<file path="config.mk">
export PLATFORM = sky130hd
export DESIGN_NAME = rom_fetch_unit
export DESIGN_NICKNAME = d
export VERILOG_FILES = /design/src/rtl/rom_fetch_unit.sv
export SDC_FILE = /design/constraint.sdc
export NUM_CORES = 1
export LEC_CHECK = 0
export ABC_AREA = 1
export BUFFER_PORTS_ARGS = -buffer_cell sky130_fd_sc_hd__buf_2
export CORE_UTILIZATION = 50
export DETAILED_ROUTE_END_ITERATION = 12
export PLACE_DENSITY_LB_ADDON = 0.15
export SLEW_MARGIN = 20
export SYNTH_ARGS = -nofsm -noshare
export SYNTH_HDL_FRONTEND = slang
export SYNTH_SLANG_ARGS = --single-unit
</file>
<file path="constraint.sdc">
create_clock -name i_clk -period 2.32 [get_ports i_clk]
set_clock_uncertainty 0.2 [all_clocks]
set_input_delay 0.116 -clock i_clk [delete_from_list [all_inputs] [get_ports i_clk]]
set_output_delay 0.116 -clock i_clk [all_outputs]
set_load 0.02 [all_outputs]
</file>
<file path="src/rtl/rom_fetch_unit.sv">
// rom_fetch_unit: program-ROM fetch sequencer.
// Owns the PC and drives the ROM address/enable. Each fetched word is captured
// into an instruction register and offered to the decoder over valid/ready.
// Jumps flush the pending word. Halt either stops at once or drains the
// pending word first.
module rom_fetch_unit #(
  parameter int                PCW      = 8,
  parameter int                IW       = 13,
  parameter logic [PCW-1:0]    RESET_PC = '0
) (
  input  logic            i_clk,
  input  logic            i_rst_n,
  input  logic            i_run,
  input  logic            i_halt,
  input  logic            i_jmp_en,
  input  logic [PCW-1:0]  i_jmp_addr,
  output logic [PCW-1:0]  o_rom_addr,
  output logic            o_rom_en,
  input  logic [IW-1:0]   i_rom_data,
  output logic [IW-1:0]   o_ir,
  output logic [PCW-1:0]  o_ir_pc,
  output logic            o_ir_valid,
  input  logic            i_ir_ready,
  output logic            o_busy,
  output logic            o_wrap
);

  typedef enum logic [1:0] {
    S_IDLE  = 2'd0,
    S_RUN   = 2'd1,
    S_DRAIN = 2'd2
  } state_t;

  state_t          r_state;
  state_t          w_state_nxt;
  logic [PCW-1:0]  r_pc;
  logic [IW-1:0]   r_ir;
  logic [PCW-1:0]  r_ir_pc;
  logic            r_ir_valid;
  logic            r_wrap;
  logic            w_ld;
  logic            w_clr_valid;

  // Load condition: fetch only in RUN when the IR slot is free or being
  // consumed this cycle, and no jump or halt claims the edge.
  assign w_ld = (r_state == S_RUN) & (~r_ir_valid | i_ir_ready) & ~i_jmp_en & ~i_halt;

  // State register.
  always_ff @(posedge i_clk) begin
    if (!i_rst_n) r_state <= S_IDLE;
    else          r_state <= w_state_nxt;
  end

  // Next-state decode and IR-invalidate request; jump outranks halt outranks run.
  always_comb begin
    w_state_nxt = r_state;
    w_clr_valid = 1'b0;
    unique case (r_state)
      S_IDLE: begin
        if (i_run && !i_halt) w_state_nxt = S_RUN;
      end
      S_RUN: begin
        if (i_jmp_en) begin
          // Flush; a simultaneous halt sees an empty IR and stops at once.
          w_clr_valid = 1'b1;
          if (i_halt) w_state_nxt = S_IDLE;
        end else if (i_halt) begin
          if (!r_ir_valid || i_ir_ready) begin
            w_clr_valid = 1'b1;
            w_state_nxt = S_IDLE;
          end else begin
            w_state_nxt = S_DRAIN;
          end
        end
      end
      S_DRAIN: begin
        if (i_jmp_en || i_ir_ready) begin
          w_clr_valid = 1'b1;
          w_state_nxt = S_IDLE;
        end
      end
      default: w_state_nxt = S_IDLE;
    endcase
  end

  // PC, instruction register and wrap pulse.
  always_ff @(posedge i_clk) begin
    if (!i_rst_n) begin
      r_pc       <= RESET_PC;
      r_ir       <= '0;
      r_ir_pc    <= '0;
      r_ir_valid <= 1'b0;
      r_wrap     <= 1'b0;
    end else begin
      r_wrap <= w_ld && (r_pc == {PCW{1'b1}});
      if (i_jmp_en)  r_pc <= i_jmp_addr;
      else if (w_ld) r_pc <= r_pc + 1'b1;
      if (w_ld) begin
        r_ir       <= i_rom_data;
        r_ir_pc    <= r_pc;
        r_ir_valid <= 1'b1;
      end else if (w_clr_valid) begin
        r_ir_valid <= 1'b0;
      end
    end
  end

  assign o_rom_addr = r_pc;
  assign o_rom_en   = w_ld;
  assign o_ir       = r_ir;
  assign o_ir_pc    = r_ir_pc;
  assign o_ir_valid = r_ir_valid;
  assign o_busy     = (r_state != S_IDLE);
  assign o_wrap     = r_wrap;

endmodule

</file>
Word-level counts from Yosys, hierarchy flattened
Cells that the tools add are included.
Widths: inputs -> output; s select.
{"block": "word_totals", "register_bits": 33, "in_bits": 27, "out_inout_bits": 33, "elab_cells": 47}
{"block": "op_classes", "n_addsub": 1, "n_eq_ne": 6, "mux": 16, "n_bitwise": 7, "n_reduce_logical": 11}
{"op": "$mux 8", "n": 2}
{"op": "$mux 2", "n": 6}
{"op": "$add 8x1->8 const B", "n": 1}
{"op": "$eq 8x8->1 const B", "n": 1}
{"op": "$mux 1", "n": 6}
{"op": "$ne 2x2->1 const B", "n": 3}
{"op": "$pmux 2 s3", "n": 1}
{"op": "$reduce_bool 2->1", "n": 3}
{"op": "$and 1x1->1", "n": 3}
{"op": "$not 1->1", "n": 3}
{"op": "$reduce_and 3->1", "n": 1}
{"op": "$eq 2x1->1 const B", "n": 1}
{"op": "$eq 2x2->1 const B", "n": 1}
{"op": "$logic_and 1x1->1", "n": 2}
{"op": "$logic_not 1->1", "n": 2}
{"op": "$logic_not 2->1", "n": 1}
{"op": "$logic_or 1x1->1", "n": 2}
{"op": "$pmux 1 s2", "n": 1}
{"op": "$or 1x1->1", "n": 1}

Depth between registers and ports, before layout
{"block": "depth", "word_depth": 8, "depth_mapped": 10}

Worst setup path before layout
OpenSTA, ideal clock, no wires.
{"block": "synth_path", "path_kind": "register to register", "startpoint": "reg r_state[1]", "endpoint": "reg r_pc[5], in the netlist o_rom_addr[5]", "setup_ns": 0.118, "arrival_time_ns": 1.228, "slack_ns": 0.775, "path_stages_with_launch": 11, "period_less_slack_ns": 1.545, "path_cell_list": "dfxtp_1 inv_1 ha_1 inv_2 nor2_4 nand2_2 nor2_4 buf_6 buf_8 a21oi_2 nor2_2"}
{"block": "synth_via", "elab_chain_cells": 5}
{"element": "start: declaration", "line": "34", "text": "state_t r_state;"}
{"element": "start signal: assignment", "line": "51", "text": "else r_state <= w_state_nxt;"}
{"element": "$eq 2x1->1", "line": "46", "text": "assign w_ld = (r_state == S_RUN) & (~r_ir_valid | i_ir_ready) & ~i_jmp_en & ~i_halt;"}
{"element": "$and 1x1->1 (3 in series)", "line": "46"}
{"element": "via o_rom_en", "line": "18", "text": "output logic o_rom_en,"}
{"element": "$reduce_bool 2->1 (no source line)"}
{"element": "end signal: assignment", "line": "96", "text": "if (i_jmp_en) r_pc <= i_jmp_addr;"}
{"element": "end signal: assignment", "line": "97", "text": "else if (w_ld) r_pc <= r_pc + 1'b1;"}
{"element": "end: declaration", "line": "36", "text": "logic [PCW-1:0] r_pc;"}
The timed path passes the listed nets, and every way through them passes these cells.
A chain may end at the register's enable or synchronous reset.

Worst setup path after layout
{"block": "layout_path", "startpoint": "reg r_state[1]", "endpoint": "reg r_pc[3], in the netlist o_rom_addr[3]"}
{"block": "layout_via", "elab_chain_cells": 5}
{"element": "$eq 2x1->1", "line": "46"}
{"element": "$and 1x1->1 (3 in series)", "line": "46"}
{"element": "$reduce_bool 2->1 (no source line)"}
No other way between the ends.

==> flow_metrics.py <==
metrics = {
    "cells_and_area": {
        "drive_gt1_share_pct": 30.3,
        "final_cell_mix": "59 x buf_2, 41 x nor2_1, 33 x dfxtp_1",
        "diodes": 0,
        "fin_area_um2": 2090,
        "finalNetCount": 315,
        "final.fill_count": 214,
        "syn2layout_area_growth_pct": 41.7,
        "layout.cells.non_filler": 315,
        "fin_util_pct": 75.3,
        "final_common_cell": "buf_2",
    },
    "timing": {
        "holdWs_ns": 0.0485,
        "relSlewSlack_pct": 71.9,
        "finalSetupViolCount": 0,
        "min_period_ns": 2.22,
        "fmax_ghz": 0.450,
        "fin_crit_sh_pct": 95.8,
        "setup-tns-final_ns": 0,
        "fin_ws_ns": 0.0980,
        "drv_slew": 0,
        "worstMarginPinSlew_ns": 0.422,
        "finalHoldViolations": 0,
    },
    "power": {
        "netSwitchingPower_mw": 0.568,
        "power.internal_mw": 0.961,
        "comb_power_share_pct": 34.4,
        "ir_worst_vdd_mv": 0.566,
        "swShare_pct": 37.2,
        "power.share.sequential_pct": 45.1,
        "power.share.clock_pct": 20.4,
        "finalPower_mw": 1.53,
        "power.density_nw_per_um2": 730,
        "power_leakage_nw": 1.06,
    },
    "yosys": {
        "synth_fp_nets": 226,
        "synth-seq-cells": 33,
        "synthCells": 194,
        "yosys.cell_types.count": 27,
        "synth_area_um2": 1480,
        "ys_warn_count": 0,
        "seq_area_frac_synth_pct": 44.7,
        "syn_avg_cell_area_um2": 7.62,
    },
    "worst_setup_path": {
        "timing.rr.start": "r_state[1]",
        "crit_end": "o_rom_addr[3]",
        "crit_type": "reg2reg",
        "critPathBufInv": 3,
        "r2r-end": "o_rom_addr[3]",
        "crit_chain": "inv_1 > ha_2 > inv_2 > nor2_4 > nand2_2 > nor2_4 > nand3_1 > o211ai_1 > nor2_1 > dlygate4sd3_1",
        "cp_data_required_time_ns": 2.34,
        "end_kind": "flop",
        "crit_fanout": 7,
        "path_depth": 10,
        "arrival_ns": 2.24,
        "worstRegToRegCells": 10,
        "critPathLaunch": "r_state[1]",
        "crit_top_cell": "nor2_4",
        "timing.critical_path.slowest_stage_cell": "dlygate4sd3_1",
        "critPathTopFamily": "buffers and inverters",
        "critPathMaxStageDelay_ns": 0.55,
        "reg2reg_slack_ns": 0.1,
        "critPathLaunchType": "flop",
    },
    "global_routing": {
        "grt_usage_pct": 23.9,
        "overflow": 0,
        "grt_max_degree": 28,
        "grt_pass1_wl_um": 5950,
        "antenna_found_initial": 0,
        "grt_pass1_vias": 1406,
    },
    "placement": {
        "dp_hpwl_um": 2320,
        "place_inst": 278,
        "port_buffers": 59,
        "place_ws_ns": 0.364,
        "gp_congestion": 0.812,
        "placed_area_um2": 1760,
    },
    "clocking": {
        "cts_tree": "yes",
        "clk_latency_ns": 0.33,
        "cts_buffers": 5,
        "cts-root-buf": "clkbuf_4",
        "cts_sinks": 33,
        "htree_levels": 2,
        "clk_pin_slew_ns": 0.11,
        "clockBufferDepth": 2,
    },
    "detailed_routing": {
        "via_per_inst": 4.97,
        "dr.first_iter.drc_count": 45,
        "routed_wl_um": 3670,
        "drc": 0,
        "vias": 1567,
        "route.detailed.wl_per_inst_um": 11.7,
        "ant_nets": 0,
        "dr.pass1.iters": 4,
    },
    "floorplanning": {
        "core_area_um2": 2780,
        "die_area_um2": 3180,
        "die_w_um": 56.4,
        "dieHeight_um": 56.4,
        "io_pins": 60,
        "start_util_pct": 53.1,
        "row_count": 19,
    },
    "flow_run": {
        "max-cap-violations": 0,
    },
    "hold_path": {
        "worstHoldPathCells": 3,
        "hold_class": "in2reg",
    },
    "run_status": {
        "status": "completed",
    },
}
## registers in the layout, summed over array words and instances (netlist names)
name,cells
o_ir_pc,8
o_rom_addr,8
o_ir_valid,1
o_wrap,1
r_state,2
o_ir,13
## synthesized netlist by cell type, drive strengths merged
master  instances  area, um^2
a211oi          1        7.51
a21oi          11        58.8
a22oi           1        7.51
a31oi           1        6.26
buf             8        67.6
dfxtp          33         661
ha              5        62.6
inv            18        67.6
nand2          24        92.6
nand3          10        55.1
nand3b          1        7.51
nor2           45         189
nor3            3        20.0
o211ai          1        7.51
o21ai          30         150
xor2            2        17.5
## final cells by class
type	count	area, um^2	area share, %
multi-input cells	135	684	32.7
clock inverters	3	17.5	0.836
flip-flops and latches	33	661	31.5
repair buffers	90	588	28.1
inverters	18	67.6	3.23
well taps	31	38.8	1.85
clock buffers	5	37.5	1.79
## timing repair
action                                 CTS  global route
endpoints found under the hold margin   22             0
hold buffers                            24             0
resized for setup                        0             1
setup endpoints to repair                0             2
setup buffers                            0             5
## cell families (layout without fill, tap and decap cells)
family,count (synthesis),after routing,share of synthesized area [%]
flip-flops,33,33,44.7
adder cells (fa/ha/maj),5,5,4.23
XOR/XNOR,2,2,1.19
AO/OA/AOI/OAI,45,45,16.1
buffers and inverters,26,116,9.14
AND/OR/NAND/NOR,83,83,24.6
## metal layers
| metal | part of all wire, % | vias to the layer above | GRT usage, % |
|---|---|---|---|
| met5 | 0 | - | 0 |
| met4 | 1.1 | 0 | 8.36 |
| met3 | 5.4 | 6 | 4.84 |
| met2 | 48 | 54 | 41.0 |
| met1 | 45 | 702 | 29.8 |
| li1 | - | 805 | - |
## worst reg2reg max path, cell delays in order (launching register included)
cell and delay (ns):
dfxtp_1 0.33, inv_1 0.12, ha_2 0.21, inv_2 0.05
nor2_4 0.08, nand2_2 0.08, nor2_4 0.21, nand3_1 0.12
o211ai_1 0.12, nor2_1 0.06, dlygate4sd3_1 0.55
## power by group through the flow
| stage | logic (mW) | registers, mW | clock network, mW |
|---|---|---|---|
| 2_1_floorplan | 0.273 | 0.769 | 0 |
| 3_3_place_gp | 0.469 | 0.699 | 0 |
| 3_5_place_dp | 0.472 | 0.702 | 0 |
| 4_1_cts | 0.507 | 0.689 | 0.325 |
| 5_1_grt | 0.586 | 0.698 | 0.345 |
| 6_report | 0.526 | 0.690 | 0.313 |
## how the worst min path moves through the flow
stage / end / slack [ns] / start
final: o_ir_pc[2] / 0.05 / i_rst_n
after global placement: o_ir[9] / 0.14 / i_rom_data[9]
after global routing: o_ir[10] / 0.05 / i_rst_n
after CTS: o_ir[10] / 0.04 / i_rst_n
after detailed placement: o_ir[5] / 0.15 / i_rom_data[5]
after floorplan: o_ir[10] / 0.05 / i_rom_data[10]
No activity file was read; power rests on OpenSTA's default activity.
